===== config.mk =====
export PLATFORM = sky130hd
export DESIGN_NAME = fifo_read_ctrl
export DESIGN_NICKNAME = d
export VERILOG_FILES = /design/src/rtl/fifo_read_ctrl.sv
export SDC_FILE = /design/constraint.sdc
export NUM_CORES = 1
export LEC_CHECK = 0
export BUFFER_PORTS_ARGS = -buffer_cell sky130_fd_sc_hd__buf_2
export CORE_MARGIN = 10
export CORE_UTILIZATION = 50
export CTS_BUF_LIST = sky130_fd_sc_hd__clkbuf_8
export DETAILED_ROUTE_END_ITERATION = 8
export HOLD_SLACK_MARGIN = 0.08
export PLACE_DENSITY_LB_ADDON = 0.08
export SLEW_MARGIN = 20
export SYNTH_ARGS = -nofsm -noshare
export SYNTH_HDL_FRONTEND = slang
export SYNTH_SLANG_ARGS = --single-unit

===== constraint.sdc =====
create_clock -name rd_clk -period 2.1 [get_ports rd_clk]
set_input_delay 0 -clock rd_clk [delete_from_list [all_inputs] [get_ports rd_clk]]
set_output_delay 0 -clock rd_clk [all_outputs]
set_load 0.05 [all_outputs]

===== src/rtl/fifo_read_ctrl.sv =====
// Read-domain half of a dual-clock FIFO.
// Owns the binary/Gray read pointer, derives empty and level from the
// synchronized write pointer, fetches words from the dual-port memory and
// presents them on a valid/ready stream through a 2-entry output buffer.
module fifo_read_ctrl #(
    parameter int ADDR_WIDTH = 4,
    parameter int DATA_WIDTH = 1
) (
    input  logic                  rd_clk,
    input  logic                  rst,
    input  logic [ADDR_WIDTH:0]   wr_ptr_gray_sync,
    output logic [ADDR_WIDTH:0]   rd_ptr_gray,
    output logic                  mem_rd_en,
    output logic [ADDR_WIDTH-1:0] mem_rd_addr,
    input  logic [DATA_WIDTH-1:0] mem_rd_data,
    output logic [DATA_WIDTH-1:0] out_data,
    output logic                  out_valid,
    input  logic                  out_ready,
    output logic                  empty,
    output logic [ADDR_WIDTH:0]   rd_level
);

    localparam int PW = ADDR_WIDTH + 1;

    function automatic logic [PW-1:0] bin2gray(input logic [PW-1:0] b);
        return b ^ (b >> 1);
    endfunction

    function automatic logic [PW-1:0] gray2bin(input logic [PW-1:0] g);
        logic [PW-1:0] b;
        b[PW-1] = g[PW-1];
        for (int i = PW - 2; i >= 0; i--) begin
            b[i] = b[i+1] ^ g[i];
        end
        return b;
    endfunction

    logic [PW-1:0]         rd_ptr_bin_q, rd_ptr_bin_d;
    logic [PW-1:0]         rd_ptr_gray_q, rd_ptr_gray_d;
    logic [DATA_WIDTH-1:0] buf0_q, buf0_d;
    logic [DATA_WIDTH-1:0] buf1_q, buf1_d;
    logic [1:0]            buf_count_q, buf_count_d;
    logic                  inflight_q, inflight_d;

    logic [PW-1:0]         wr_bin_sync;
    logic                  pop;
    logic [1:0]            occ;
    logic                  fetch;

    // Pointer comparison, stream outputs and the fetch decision.
    // occ counts buffered words plus the word on its way from memory; a new
    // fetch is only allowed if, after this cycle's pop, there is room for it.
    always_comb begin
        wr_bin_sync = gray2bin(wr_ptr_gray_sync);
        empty       = (rd_ptr_gray_q == wr_ptr_gray_sync);
        rd_level    = wr_bin_sync - rd_ptr_bin_q;
        out_valid   = (buf_count_q != 2'd0);
        out_data    = buf0_q;
        rd_ptr_gray = rd_ptr_gray_q;
        mem_rd_addr = rd_ptr_bin_q[ADDR_WIDTH-1:0];
        pop         = out_valid && out_ready;
        occ         = buf_count_q + {1'b0, inflight_q};
        fetch       = !rst && !empty && ((occ - {1'b0, pop}) < 2'd2);
        mem_rd_en   = fetch;
    end

    // Next-state: pointer advance on fetch, in-flight tracking, and the
    // 2-entry buffer where buf0 is always the head shown on out_data.
    always_comb begin
        rd_ptr_bin_d  = rd_ptr_bin_q;
        rd_ptr_gray_d = rd_ptr_gray_q;
        buf0_d        = buf0_q;
        buf1_d        = buf1_q;
        buf_count_d   = buf_count_q;
        inflight_d    = fetch;

        if (fetch) begin
            rd_ptr_bin_d  = rd_ptr_bin_q + PW'(1);
            rd_ptr_gray_d = bin2gray(rd_ptr_bin_q + PW'(1));
        end

        // inflight_q means mem_rd_data carries the word fetched last cycle.
        unique case ({inflight_q, pop})
            2'b10: begin
                if (buf_count_q == 2'd0) begin
                    buf0_d = mem_rd_data;
                end else begin
                    buf1_d = mem_rd_data;
                end
                buf_count_d = buf_count_q + 2'd1;
            end
            2'b01: begin
                buf0_d      = buf1_q;
                buf_count_d = buf_count_q - 2'd1;
            end
            2'b11: begin
                if (buf_count_q == 2'd1) begin
                    buf0_d = mem_rd_data;
                end else begin
                    buf0_d = buf1_q;
                    buf1_d = mem_rd_data;
                end
            end
            default: begin
            end
        endcase
    end

    // State registers; reset discards buffered and in-flight words.
    always_ff @(posedge rd_clk) begin
        if (rst) begin
            rd_ptr_bin_q  <= '0;
            rd_ptr_gray_q <= '0;
            buf0_q        <= '0;
            buf1_q        <= '0;
            buf_count_q   <= 2'd0;
            inflight_q    <= 1'b0;
        end else begin
            rd_ptr_bin_q  <= rd_ptr_bin_d;
            rd_ptr_gray_q <= rd_ptr_gray_d;
            buf0_q        <= buf0_d;
            buf1_q        <= buf1_d;
            buf_count_q   <= buf_count_d;
            inflight_q    <= inflight_d;
        end
    end

endmodule

==> results by group <==
Status
  – Result of the run: completed

Synth
  – Async set or reset register ratio after synthesis: 0%
  – Post-Syn Nets: 150
  – Warnings from Yosys: 0
  – Sequential element share of the synthesized area: 24.9%
  – Distinct cell type count of the synthesized netlist: 34
  – Synth top area share: 24.9%
  – Synthesized-area fraction occupied by and/or/nand/nor cells: 13.7%
  – Combinational family with the most area after synthesis: XOR/XNOR gates
  – Post-synthesis share of cell area spent on xor and xnor gates: 19.8%
  – Biggest area contributors in the synthesized netlist: sky130_fd_sc_hd__dfxtp_1, sky130_fd_sc_hd__ha_1, sky130_fd_sc_hd__xnor2_1, sky130_fd_sc_hd__inv_1, sky130_fd_sc_hd__xor2_1
  – Commonest cells in the synthesized netlist: sky130_fd_sc_hd__inv_1, sky130_fd_sc_hd__dfxtp_1, sky130_fd_sc_hd__xnor2_1, sky130_fd_sc_hd__ha_1, sky130_fd_sc_hd__nor2_1
  – Portion of netlist area occupied by mux cells: 6.68%
  – Yosys reg bits: 14
  – Compound-gate portion of the synthesized area: 15.1%
  – Number of flops mapped to enable cells by yosys: 0
  – Most used flip-flop cell after synthesis: sky130_fd_sc_hd__dfxtp_1
  – Average footprint of a synthesized cell: 8.64 um2
  – Adder and majority gate portion of the synthesized area: 12.9%
  – Cell with the most instances after synthesis: sky130_fd_sc_hd__inv_1
  – Synth area leader: sky130_fd_sc_hd__dfxtp_1
  – Cell count after synthesis: 130
  – Post-Syn Area: 1120 um2

Setup path
  – Logic depth of the worst register-to-register path: 8
  – Maximum fanout encountered on the critical timing path: 2
  – Cell class contributing the biggest share of worst-path delay: XOR/XNOR gates
  – Cell with the largest stage delay on the worst path: sky130_fd_sc_hd__xor2_1
  – Worst Setup End Kind: primary output
  – Required time of the worst setup path: 2.10 ns
  – Critical Path, Cell by Cell: buf_2 -> xor2_2 -> xnor2_2 -> xor2_1 -> xor2_1 -> ha_2 -> fa_1 -> inv_1 -> a21o_1 -> a21oi_2 -> xnor2_2 -> buf_6
  – Crit Path Class: primary input to primary output
  – Worst path max stage delay: 0.24 ns
  – Endpoint of the most critical register-to-register path: rd_ptr_bin_q[0]$_SDFFE_PP0P_
  – Crit path DAT: 2.00 ns
  – Launch point of the critical path: wr_ptr_gray_sync[3]
  – Startpoint class of the critical path: primary input
  – CP bufs+invs: 3
  – Register-to-register path setup slack: 0.15 ns
  – R2r startpoint: buf_count_q[1]$_SDFFE_PP0N_
  – Stages on worst setup path: 12
  – Worst Setup EP: rd_level[4]

Global routing
  – Total overflow reported by the global router: 0
  – Largest net degree at the start of global routing: 17
  – Number of antenna violations at the first check in global routing: 0
  – Vias in the first global route: 995
  – Total global routing track utilization: 12.3%
  – Wire length of the first global-routing pass: 4.39 mm

Layout
  – Synth-to-layout area growth: 39.6%
  – Fill cell count: 185
  – Share of post-route cells with drive strength above 1: 38.7%
  – Antenna Cells: 0
  – Net count of the finished layout: 195

Timing
  – Min setup slack post-route: 0.0952 ns
  – Clock period minus worst slack: 2.00 ns
  – Relative slew slack: 71.9%
  – Worst clock skew on the final layout: 0.000707 ns
  – Final period util: 95.5%
  – Final-report hold violation count: 0
  – Slew at the pin with the worst max-slew slack: 0.419 ns
  – Highest clock frequency the design can meet: 499 MHz
  – Pins over their slew limit: 0
  – Hold WS: 0.109 ns
  – Setup Viol. Count Final: 0
  – Unrepaired setup endpoints after global routing: yes
  – Sum Neg Setup Slack: 0 ns

Power and ir drop
  – Overall power: 2.45 mW
  – Leakage power: 0.742 nW
  – Worst voltage drop across the vdd grid: 1.29 mV
  – Power per cell area: 1560 nW/um2

Clock network
  – Clock Tree Buf Depth: 2
  – Clock H-tree levels: 1
  – Clock latency on the worst-skew pair: 0.25 ns
  – Clk sink count: 14
  – Clock-pin transition on the worst setup and hold timing paths: 0.06 ns
  – Clock tree from TritonCTS: yes
  – Clock root buffer: sky130_fd_sc_hd__clkbuf_8
  – Total CTS buffers: 3

Placement
  – Worst setup slack after placement: -0.0838 ns
  – Global placement routability congestion: 0.837
  – Port bufs: 26
  – Sum of net half-perimeters after detailed placement: 2.20 mm

Drt
  – Vias per cell: 5.17
  – Post-route antenna net violation count: 0
  – Detailed-router iteration count before antenna repair: 4
  – Via total after detailed routing: 1040
  – Wire per inst: 13.7 um
  – Number of violations reported at the end of detailed-routing iteration 0: 43
  – DRC violation count after routing: 0
  – Final wirelength: 2.76 mm

Worst hold path
  – Class of the tightest hold or removal check: primary input to flop

Flow run
  – MaxCap Viol Count: 0

Floorplan
  – Die area: 4540 um2
  – Chip Width: 67.4 um
  – FP Rows: 17
  – Starting Density: 51.8%
  – I/O pin count: 27
  – Total core area: 2170 um2
  – Chip height: 67.4 um
## report_power, final
part	switching, mW	leakage (nW)	internal, mW
sequential	0.0803	0.116	0.350
clock	0.0971	0.0216	0.127
combinational	1.08	0.605	0.719
## metal layers
layer,share of wire [%],global-route usage [%],vias to the layer above,routed length [um]
met2,47,19.5,34,1290
met5,0,0,-,0
li1,-,-,525,-
met3,7.9,4.46,8,217
met1,43,14.9,473,1190
met4,2.2,4.62,0,61
## worst register-to-register path, cell delays in order (launching register included)
cell and delay [ns]:
sky130_fd_sc_hd__dfxtp_2 0.32, sky130_fd_sc_hd__inv_1 0.05, sky130_fd_sc_hd__ha_2 0.19, sky130_fd_sc_hd__nor2b_4 0.13, sky130_fd_sc_hd__ha_4 0.22, sky130_fd_sc_hd__nor2b_4 0.22
sky130_fd_sc_hd__xor2_2 0.14, sky130_fd_sc_hd__a21oi_1 0.22, sky130_fd_sc_hd__mux2_1 0.34
## state kept, by name, indices dropped and copies added, names as in the netlist
signal and cells:
inflight_q 1, out_data 1, rd_ptr_bin_q 5, buf1_q 1, buf_count_q 2, rd_ptr_gray 4
## final cells by class
type	instances	area (um2)	share of cell area, %
well taps	28	35.0	2.23
repair buffers	42	270	17.2
flip-flops and latches	14	283	18.0
inverters	18	67.6	4.31
multi-input cells	96	872	55.6
clock buffers	3	41.3	2.63
## worst min-delay path by stage
stage,start,endpoint,cells after the start
floorplan,mem_rd_data,buf1_q$_SDFFE_PP0P_,2
global placement,mem_rd_data,buf1_q$_SDFFE_PP0P_,3
detailed placement,mem_rd_data,buf1_q$_SDFFE_PP0P_,3
CTS,rst,buf1_q$_SDFFE_PP0P_,2
global route,rst,buf1_q$_SDFFE_PP0P_,2
finish,rst,buf1_q$_SDFFE_PP0P_,2
## logic make-up (layout without fill, tap and decap cells)
group                      after synthesis  count (layout)
muxes                                    7               7
AOI/OAI and AO/OA                       24              24
adders and majority gates               11              11
DFF                                     14              14
buffers and inverters                   20              63
and+or+nand+nor                         32              32
xor gates and xnor gates                22              22
## layout by cell type, fill, tap and decap left out, drive strengths merged
cell type    synthesis  layout
a2111oi              1       1
a211oi               2       2
a21boi               2       2
a21o                 2       2
a21oi                3       3
a311oi               1       1
a31o                 1       1
and3                 1       1
and4                 1       1
buf                  1      39
clkbuf               1       5
dfxtp               14      14
dlygate4sd3          0       1
fa                   1       1
ha                  10      10
inv                 18      18
mux2                 4       4
mux2i                3       3
nand2                8       8
nand3                2       2
nand4                2       2
nor2                10      10
nor2b                7       7
nor3                 1       1
o2111ai              1       1
o211ai               5       5
o21ai                4       4
o22ai                1       1
o31ai                1       1
xnor2               14      14
xor2                 8       8
## timing repair
action / 4_1_cts / 5_1_grt
pin swaps: 1 / 7
hold buffers: 1 / 0
resized for setup: 4 / 12
buffers inserted: 2 / 1
hold endpoints to repair: 2 / 0
setup endpoints to repair: 2 / 5
## per-stage QoR
stage	utilization [%]	instances	area [um2]
2_1_floorplan	-	130	1180
3_3_place_gp	65.8	194	1430
3_5_place_dp	65.8	194	1430
4_1_cts	69.4	200	1510
5_1_grt	72.3	201	1570
6_report	72.3	201	1570
No activity file was read; power rests on OpenSTA's default activity.
